--- src/rtl/multicycle_controller.sv ---
// multicycle_controller: FETCH/DECODE/EXEC/MEM/WB sequencer for the 16-bit
// CPU datapath, sharing one memory port between instruction fetch and
// load/store. Memory handshake tolerates wait states and raises a sticky
// fault once a request waits MEM_WAIT_MAX cycles without mem_ready.
//
// Optional feature: define MULTICYCLE_PERF_CNT_EN to add the saturating
// performance counters cyc_cnt (busy cycles) and ret_cnt (retired
// instructions). Without the macro those ports and their logic are absent.
module multicycle_controller #(
  parameter int unsigned MEM_WAIT_MAX = 15
`ifdef MULTICYCLE_PERF_CNT_EN
  , parameter int unsigned CNT_W = 16
`endif
) (
  input  logic        clk,
  input  logic        rst_n,
  input  logic        start,
  input  logic [15:0] inst,
  input  logic        br_mux,
  input  logic        mem_ready,
  output logic        mem_req,
  output logic        mem_we,
  output logic        ir_en,
  output logic        pc_en,
  output logic [1:0]  pc_sel,
  output logic [3:0]  alu_op,
  output logic [1:0]  wb_sel,
  output logic        br_sel,
  output logic        reg_en,
  output logic        lr_en,
  output logic        halted,
  output logic        fault,
  output logic [2:0]  state
`ifdef MULTICYCLE_PERF_CNT_EN
  , output logic [CNT_W-1:0] cyc_cnt
  , output logic [CNT_W-1:0] ret_cnt
`endif
);

  localparam int unsigned WAIT_W = $clog2(MEM_WAIT_MAX + 1);

  // Sequencer states (encodings are visible on the debug state port)
  localparam logic [2:0] S_IDLE   = 3'd0;
  localparam logic [2:0] S_FETCH  = 3'd1;
  localparam logic [2:0] S_DECODE = 3'd2;
  localparam logic [2:0] S_EXEC   = 3'd3;
  localparam logic [2:0] S_MEM    = 3'd4;
  localparam logic [2:0] S_WB     = 3'd5;
  localparam logic [2:0] S_HALTED = 3'd6;
  localparam logic [2:0] S_FAULT  = 3'd7;

  // Opcodes outside the ALU range (0000-0111)
  localparam logic [3:0] OP_LOAD  = 4'b1000;
  localparam logic [3:0] OP_STORE = 4'b1001;
  localparam logic [3:0] OP_BR    = 4'b1010;
  localparam logic [3:0] OP_BL    = 4'b1011;
  localparam logic [3:0] OP_JMP   = 4'b1100;
  localparam logic [3:0] OP_RET   = 4'b1101;
  localparam logic [3:0] OP_HALT  = 4'b1111;

  // PC source and write-back source selects
  localparam logic [1:0] PC_INC = 2'b00;
  localparam logic [1:0] PC_BR  = 2'b01;
  localparam logic [1:0] PC_JMP = 2'b10;
  localparam logic [1:0] PC_LR  = 2'b11;
  localparam logic [1:0] WB_ALU = 2'b00;
  localparam logic [1:0] WB_MEM = 2'b01;

  logic [2:0]        state_r;
  logic [2:0]        state_nxt;
  logic [WAIT_W-1:0] wait_cnt;
  logic              wait_at_max;
  logic              enter_mem_phase;
  logic [3:0]        opcode;
  logic              is_alu;
  logic              unused_inst_bits;

  assign opcode           = inst[15:12];
  assign is_alu           = ~opcode[3];
  assign unused_inst_bits = ^inst[11:0];
  assign state            = state_r;
  assign wait_at_max      = (wait_cnt == WAIT_W'(MEM_WAIT_MAX));
  assign enter_mem_phase  = (state_nxt != state_r) &&
                            ((state_nxt == S_FETCH) || (state_nxt == S_MEM));

  // Next-state selection
  always_comb begin
    state_nxt = state_r;
    case (state_r)
      S_IDLE: begin
        if (start) state_nxt = S_FETCH;
      end
      S_FETCH: begin
        if (mem_ready)        state_nxt = S_DECODE;
        else if (wait_at_max) state_nxt = S_FAULT;
      end
      S_DECODE: begin
        state_nxt = S_EXEC;
      end
      S_EXEC: begin
        if (is_alu) begin
          state_nxt = S_WB;
        end else begin
          case (opcode)
            OP_LOAD, OP_STORE: state_nxt = S_MEM;
            OP_HALT:           state_nxt = S_HALTED;
            default:           state_nxt = S_FETCH;
          endcase
        end
      end
      S_MEM: begin
        if (mem_ready)        state_nxt = (opcode == OP_LOAD) ? S_WB : S_FETCH;
        else if (wait_at_max) state_nxt = S_FAULT;
      end
      S_WB: begin
        state_nxt = S_FETCH;
      end
      S_HALTED: begin
        if (start) state_nxt = S_FETCH;
      end
      S_FAULT: begin
        state_nxt = S_FAULT;
      end
      default: begin
        state_nxt = S_IDLE;
      end
    endcase
  end

  // State register
  always_ff @(posedge clk or negedge rst_n) begin
    if (!rst_n) state_r <= S_IDLE;
    else        state_r <= state_nxt;
  end

  // Memory wait counter: restarts per request, saturates at the limit
  always_ff @(posedge clk or negedge rst_n) begin
    if (!rst_n) begin
      wait_cnt <= '0;
    end else if (mem_ready || enter_mem_phase) begin
      wait_cnt <= '0;
    end else if (mem_req && !wait_at_max) begin
      wait_cnt <= wait_cnt + WAIT_W'(1);
    end
  end

  // Datapath controls and strobes decoded from state, opcode and handshake
  always_comb begin
    mem_req = 1'b0;
    mem_we  = 1'b0;
    ir_en   = 1'b0;
    pc_en   = 1'b0;
    pc_sel  = PC_INC;
    alu_op  = '0;
    wb_sel  = WB_ALU;
    br_sel  = 1'b0;
    reg_en  = 1'b0;
    lr_en   = 1'b0;
    halted  = 1'b0;
    fault   = 1'b0;
    case (state_r)
      S_FETCH: begin
        mem_req = 1'b1;
        if (mem_ready) begin
          ir_en  = 1'b1;
          pc_en  = 1'b1;
          pc_sel = PC_INC;
        end
      end
      S_EXEC: begin
        if (is_alu) alu_op = opcode;
        case (opcode)
          OP_BR: begin
            br_sel = br_mux;
            pc_en  = br_mux;
            pc_sel = PC_BR;
          end
          OP_BL: begin
            lr_en  = 1'b1;
            pc_en  = 1'b1;
            pc_sel = PC_JMP;
          end
          OP_JMP: begin
            pc_en  = 1'b1;
            pc_sel = PC_JMP;
          end
          OP_RET: begin
            pc_en  = 1'b1;
            pc_sel = PC_LR;
          end
          default: begin
          end
        endcase
      end
      S_MEM: begin
        mem_req = 1'b1;
        mem_we  = (opcode == OP_STORE);
      end
      S_WB: begin
        reg_en = 1'b1;
        if (is_alu) alu_op = opcode;
        if (opcode == OP_LOAD) wb_sel = WB_MEM;
      end
      S_HALTED: begin
        halted = 1'b1;
      end
      S_FAULT: begin
        fault = 1'b1;
      end
      default: begin
      end
    endcase
  end

`ifdef MULTICYCLE_PERF_CNT_EN
  logic busy;
  logic retire;

  assign busy   = (state_r != S_IDLE) && (state_r != S_HALTED) && (state_r != S_FAULT);
  // Completion is the last EXEC/MEM/WB cycle heading to FETCH, or HALT's EXEC
  assign retire = ((state_r == S_EXEC) || (state_r == S_MEM) || (state_r == S_WB)) &&
                  ((state_nxt == S_FETCH) || (state_nxt == S_HALTED));

  // Saturating performance counters
  always_ff @(posedge clk or negedge rst_n) begin
    if (!rst_n) begin
      cyc_cnt <= '0;
      ret_cnt <= '0;
    end else begin
      if (busy && (cyc_cnt != '1))   cyc_cnt <= cyc_cnt + CNT_W'(1);
      if (retire && (ret_cnt != '1)) ret_cnt <= ret_cnt + CNT_W'(1);
    end
  end
`endif

endmodule
--- config.mk ---
export PLATFORM = sky130hd
export DESIGN_NAME = multicycle_controller
export DESIGN_NICKNAME = d
export VERILOG_FILES = /design/src/rtl/multicycle_controller.sv
export SDC_FILE = /design/constraint.sdc
export NUM_CORES = 1
export LEC_CHECK = 0
export CELL_PAD_IN_SITES_DETAIL_PLACEMENT = 0
export CELL_PAD_IN_SITES_GLOBAL_PLACEMENT = 1
export CORE_ASPECT_RATIO = 1.25
export CORE_MARGIN = 3
export CORE_UTILIZATION = 27
export DETAILED_ROUTE_END_ITERATION = 8
export GPL_TIMING_DRIVEN = 1
export PLACE_DENSITY_LB_ADDON = 0.1
export SETUP_SLACK_MARGIN = 0.15
export SKIP_LAST_GASP = 1
export SLEW_MARGIN = 10
export SYNTH_ARGS = -nofsm -noshare
export SYNTH_HDL_FRONTEND = slang
export SYNTH_SLANG_ARGS = --single-unit
export TNS_END_PERCENT = 5
--- constraint.sdc ---
create_clock -name clk -period 2.1 [get_ports clk]
set_input_delay 0.42 -clock clk [delete_from_list [all_inputs] [get_ports clk]]
set_output_delay 0.42 -clock clk [all_outputs]
set_load 0.005 [all_outputs]
Word-level counts from Yosys, hierarchy flattened:

Cells that the tools add are included.

* equal/unequal tests: 18
* $add $sub $neg: 1
* multiplexer cells: 29
* reduce and logical (&&, ||, !) cells: 13

Operators with widths (number)
* 4-bit == test (second input constant): 8
* 3-bit 2-to-1 mux: 8
* 3-bit case mux with 7 select lines: 1
* 3-bit == test (second input constant): 5
* 1-bit 2-to-1 mux: 13
* 2-bit OR reduction: 5
* 4-bit 2-to-1 mux: 2
* 3-bit by 1-bit == test with 1-bit output (second input constant): 2
* 3-bit by 2-bit == test with 1-bit output (second input constant): 2
* 2-bit case mux with 3 select lines: 1
* 3-bit case mux with 2 select lines: 1
* 4-bit by 1-bit adder with 4-bit output (second input constant): 1
* 1-bit case mux with 2 select lines: 2
* 3-bit logical NOT: 1
* 3-bit != test: 1
* 3-bit OR reduction: 1
* 1-bit logical AND: 2
* 1-bit logical OR: 2
* 2-bit 2-to-1 mux: 1
* 2-bit nonzero test: 1
* 1-bit logical NOT: 1

* flip-flop bits (word level): 7
* input bits: 21
* logic and storage cells: 63

Depth between registers and ports, before layout:

* word-level depth: 10
* gate-level depth with buffers: 6

Worst setup path before layout:

Ideal clock, no wire load.

* path type: reg-to-output
* from: reg state_r[0] (netlist: state[0])
* to: out pc_en
* arrival time: 1278 ps
* path slack: 402 ps
* stages on the path, launching flop included: 5
* required time: 1680 ps
* path buffers: 1
* cell sequence: dfrtp_1 > buf_2 > nor3b_1 > and2_1 > or3_1

* cells in the longest elaborated chain, start to end: 2
* elaborated cells on any way between the ends: 3

RTL lines
* start, declared: RTL line 69 `logic [2:0] state_r;`
* start signal, assigned: RTL line 133 `else state_r <= state_nxt;`
* 3-bit by 2-bit == test with 1-bit output or 3-bit by 1-bit == test with 1-bit output (tied branches): RTL line 161 `case (state_r)`
* 1-bit case mux with 2 select lines *: RTL line 161
* end, declared: RTL line 24 `output logic pc_en,`

Mark *: on every way between the ends. The rest lies on a longest branch, timed or not.

Worst setup path after layout:

* from: reg state_r[0] (netlist: state[0])
* to: out mem_req

* cells in the longest elaborated chain, start to end: 3
* elaborated cells on any way between the ends: 4

RTL lines
* 3-bit by 1-bit == test with 1-bit output or 3-bit == test (tied branches): RTL line 161
* 2-bit OR reduction (no source line) *
* 1-bit 2-to-1 mux *: RTL line 161
* end, declared: RTL line 21 `output logic mem_req,`

Marks and branches as above.

==> results.md <==
- The critical path startpoint category is a flop.
- The worst voltage drop across the vdd grid is ~0.60 mV.
- The smallest clock period supported by the final layout is computed as roughly 2.2 ns.
- The critical path goes through nand2b_2 -> buf_4 -> a21oi_2 -> clkdlybuf4s50_1.
- Along the worst path, the maximum fanout reaches 6.
- The final instance area is between 1000 and 1500 sq um.
- Data on the critical path arrives at its endpoint at ~1.8 ns.
- The first global-routing pass estimated roughly 4400 microns of wire.
- The first-pass iteration count of the detailed router is 4.
- The tree built by TritonCTS fans out to 7 sinks.
- The TritonCTS clock tree is yes.
- The wire length reported by the detailed router is 2520 microns.
- The routability-driven placement congestion ratio is between 0.7 and 0.8.
- The fraction of the yosys area taken by sequential cells is 22.6%.
- Before CTS, the worst setup slack after placement is -0.413 ns.
- On the worst path, the slowest cell contributes a delay of 0.52 ns.
- The instance count of the mapped netlist is 98.
- The overall via count from detail_route is 919.
- STA classifies the critical path endpoint as an output pin.
- The power per unit of standard cell area is between 1000 and 1500 nW/um^2.
- The worst-skew pair later-pin latency is about 0.24 ns.
- Setup violations remaining at the end of the flow were counted as 4.
- Entering global routing, the biggest net connects 9 pins.
- The leakage power of the design is 0.675 nW.
- Across all hold checks on the routed design, the worst slack comes to around 0.44 ns.
- In this run the count of I/O pins placed on the die edge is 41.
- The master of the slowest instance on the critical path is sky130_fd_sc_hd__clkdlybuf4s50_1.
- The post-synthesis instance area is around 770 sq um.
- The area growth from synthesis to layout is 76.6%.
- The clock-pin slew on the worst setup and hold paths is about 0.050 ns.
- For this run, the number of Yosys warnings is 0.
- The checks that failed: setup timing.
- In this run the number of H-tree levels came out at 1.
- The iteration-0 DRC count of the detailed router is 10.
- The number of buffers inserted by hold repair at cts is 0.
- The net count reported at finish is 180.
- The number of port buffers is 26.
- The number of slew-limit violations in the final report is 0.
- Once detailed placement completed, the half-perimeter wirelength came to between 2000 and 2500 microns.
- Summed over all nets, the switching power comes to between 0.5 and 0.6 mW.
- The fraction of final layout cells with drive strength greater than 1 is between 30% and 40%.
- Across the run, the number of max-cap violations was 0.
- In the layout the commonest cells are sky130_fd_sc_hd__buf_4, sky130_fd_sc_hd__nor2_1, sky130_fd_sc_hd__dlygate4sd2_1.
- The most common cell after layout, fill and taps aside is sky130_fd_sc_hd__buf_4.
- Summing internal, switching and leakage power gives 1.43 mW.
- The synthesized area divided by synthesized cell count is 7.90 sq um.
- The tightest min-delay check is of the input pin to async pin type.
- The total grt overflow is 0.
- For this run, the top clock speed supported by timing is ~460 MHz.
- The number of antenna violations at the first check in global routing is 0.
- The height of the die is 65.9 microns.
- Counting flops and latches in the post-synthesis netlist gives 7.
- The antenna diode instance count is 0.
- The proportion of power drawn by combinational gates is between 70% and 80%.
- The mean number of vias per cell is around 4.8.
- The clock passes through at most 2 buffers.
- The required time at the endpoint of the critical path is ~1.7 ns.
- The share of total power consumed by net switching is between 30% and 40%.
- The share of async-settable or async-resettable flops after synthesis is 100%.
- The final antenna-violating net count is 0.
- Clock skew on the completed layout was measured at around 0.0021 ns.
- Setup repair after global routing could not meet its margin everywhere.
- The internal power summed over all cells is approximately 0.9 mW.
- Counting flops with a built-in enable in the synthesized netlist gives 0.
- The fraction of power consumed by sequential logic is between 15 and 20%.
- The part of the power in the clock network is 8.2%.
- The area of the die is around 3600 sq um.
- The root cell of the clock tree is sky130_fd_sc_hd__clkbuf_4.
- In this run the core area contains 21 standard-cell rows.
- Once the floorplan was initialized, standard cells occupied around 29% of the core.
- Once routing completed, OpenROAD measured the worst setup slack at -0.0869 ns.
- The number of global-route vias before repair was 1013.
- The area of the core is 2710 sq um.
- The total global-route track usage is approximately 16%.
- In the final routed layout, each cell accounts on average for ~13 microns.
- The post-route DRC violation count is 0.
- In the synthesized netlist the dominant register cell turns out to be sky130_fd_sc_hd__dfrtp_1.
- In this run the cell area measured after placement is 1240 sq um.
- The number of distinct library cells after synthesis is 46.
- The setup path with the least slack is of type flop to output pin.
- The die extent in x is 53.9 microns.
- In the finished design, the share of the clock period the worst path needs comes to 104%.
- The total CTS buffers is 3.
- The number of hold-slack violations in the final timing report came to 0.
- The run finished, with violations left.
critical path: cells and delay by family, from the launching register on:
kind | cells | cell delay (ns)
buf+inv | 2 | 0.69
simple gates | 1 | 0.23
flops | 1 | 0.43
compound gates | 1 | 0.17
per-stage QoR:
stage	cells	utilization, %	setup TNS, ns
floorplan	99	-	0
global placement	179	45.7	-3.66
detailed placement	179	45.7	-3.74
CTS	191	50.4	-0.449
global route	191	50.5	-1.02
finish	191	50.5	-0.287
flip-flops by register name, indices dropped and copies added, names as in the netlist:
name / flops
wait_cnt: 4
state: 3
cell usage after synthesis (2+ instances only):
cell | number | share of area [%]
sky130_fd_sc_hd__nor3_1 | 4 | 2.6
sky130_fd_sc_hd__a221oi_1 | 2 | 2.3
sky130_fd_sc_hd__nand3_1 | 4 | 2.6
sky130_fd_sc_hd__and2_1 | 3 | 2.4
sky130_fd_sc_hd__buf_2 | 3 | 1.9
sky130_fd_sc_hd__mux2i_1 | 2 | 2.6
sky130_fd_sc_hd__buf_4 | 3 | 2.9
sky130_fd_sc_hd__and3_1 | 2 | 1.6
sky130_fd_sc_hd__o21ai_1 | 3 | 1.9
sky130_fd_sc_hd__xnor2_1 | 2 | 2.3
sky130_fd_sc_hd__nand2_1 | 6 | 2.9
sky130_fd_sc_hd__nand2b_1 | 2 | 1.6
sky130_fd_sc_hd__dfrtp_1 | 7 | 23
sky130_fd_sc_hd__nor2b_1 | 3 | 2.4
sky130_fd_sc_hd__nor2_1 | 15 | 7.3
sky130_fd_sc_hd__and4b_2 | 2 | 2.9
sky130_fd_sc_hd__a21oi_1 | 4 | 2.6
sky130_fd_sc_hd__nor3b_1 | 3 | 2.9
kinds of logic (layout without fill, tap and decap cells):
logic type / count (synthesis) / after routing / share of synthesized area [%]
multiplexers: 2 / 2 / 2.58
XOR/XNOR: 3 / 3 / 3.39
other: 1 / 2 / 0.484
adder cells (fa/ha/maj): 1 / 1 / 1.62
AO/OA/AOI/OAI: 19 / 19 / 20.0
flip-flops: 7 / 7 / 22.6
AND/OR/NAND/NOR: 55 / 55 / 41.4
buffers and inverters: 10 / 68 / 7.91
worst paths after layout:
| kind | from | to | slack (ns) | depth (start not counted) |
|---|---|---|---|---|
| setup / recovery | state[0] | mem_req | -0.09 | 4 |
| hold / removal | rst_n | wait_cnt[3] | 0.44 | 1 |
| setup reg to reg | state[2] | wait_cnt[2] | 0.31 | 7 |
| hold reg to reg | wait_cnt[1] | wait_cnt[1] | 0.56 | 2 |
| max in group asynchronous | rst_n | state[1] | 1.40 | 1 |
| min in group clk | wait_cnt[1] | wait_cnt[1] | 0.56 | 2 |
power by group through the flow:
stage               registers [mW]  clock network [mW]  logic, mW
finish                       0.229               0.117       1.09
global route                 0.236               0.135       1.19
CTS                          0.226               0.126       1.09
detailed placement           0.229                   0      0.949
global placement             0.227                   0      0.944
floorplan                    0.201                   0      0.497
timing repair:
item | CTS | global route
setup buffers | 8 | 0
endpoints found under the setup margin | 16 | 16
resized for setup | 27 | 1
cloned | 0 | 0
pin swaps | 7 | 1
metal layers:
metal / track usage (%) / wire (microns) / part of all wire, % / vias up
li1: - / - / - / 470
met2: 30.0 / 1390 / 55 / 15
met5: 0 / 0 / 0 / -
met3: 1.13 / 65 / 2.6 / 4
met4: 7.03 / 42 / 1.7 / 0
met1: 17.7 / 1020 / 41 / 430
layout make-up:
cell class	instances	area (sq um)
multi-input combinational	82	589
inverter	2	7.51
tap	34	42.5
timing repair buffer	62	524
sequential	7	178
fill	276	1340
clock buffer	4	26.3
Power figures use the tool's default switching activity.
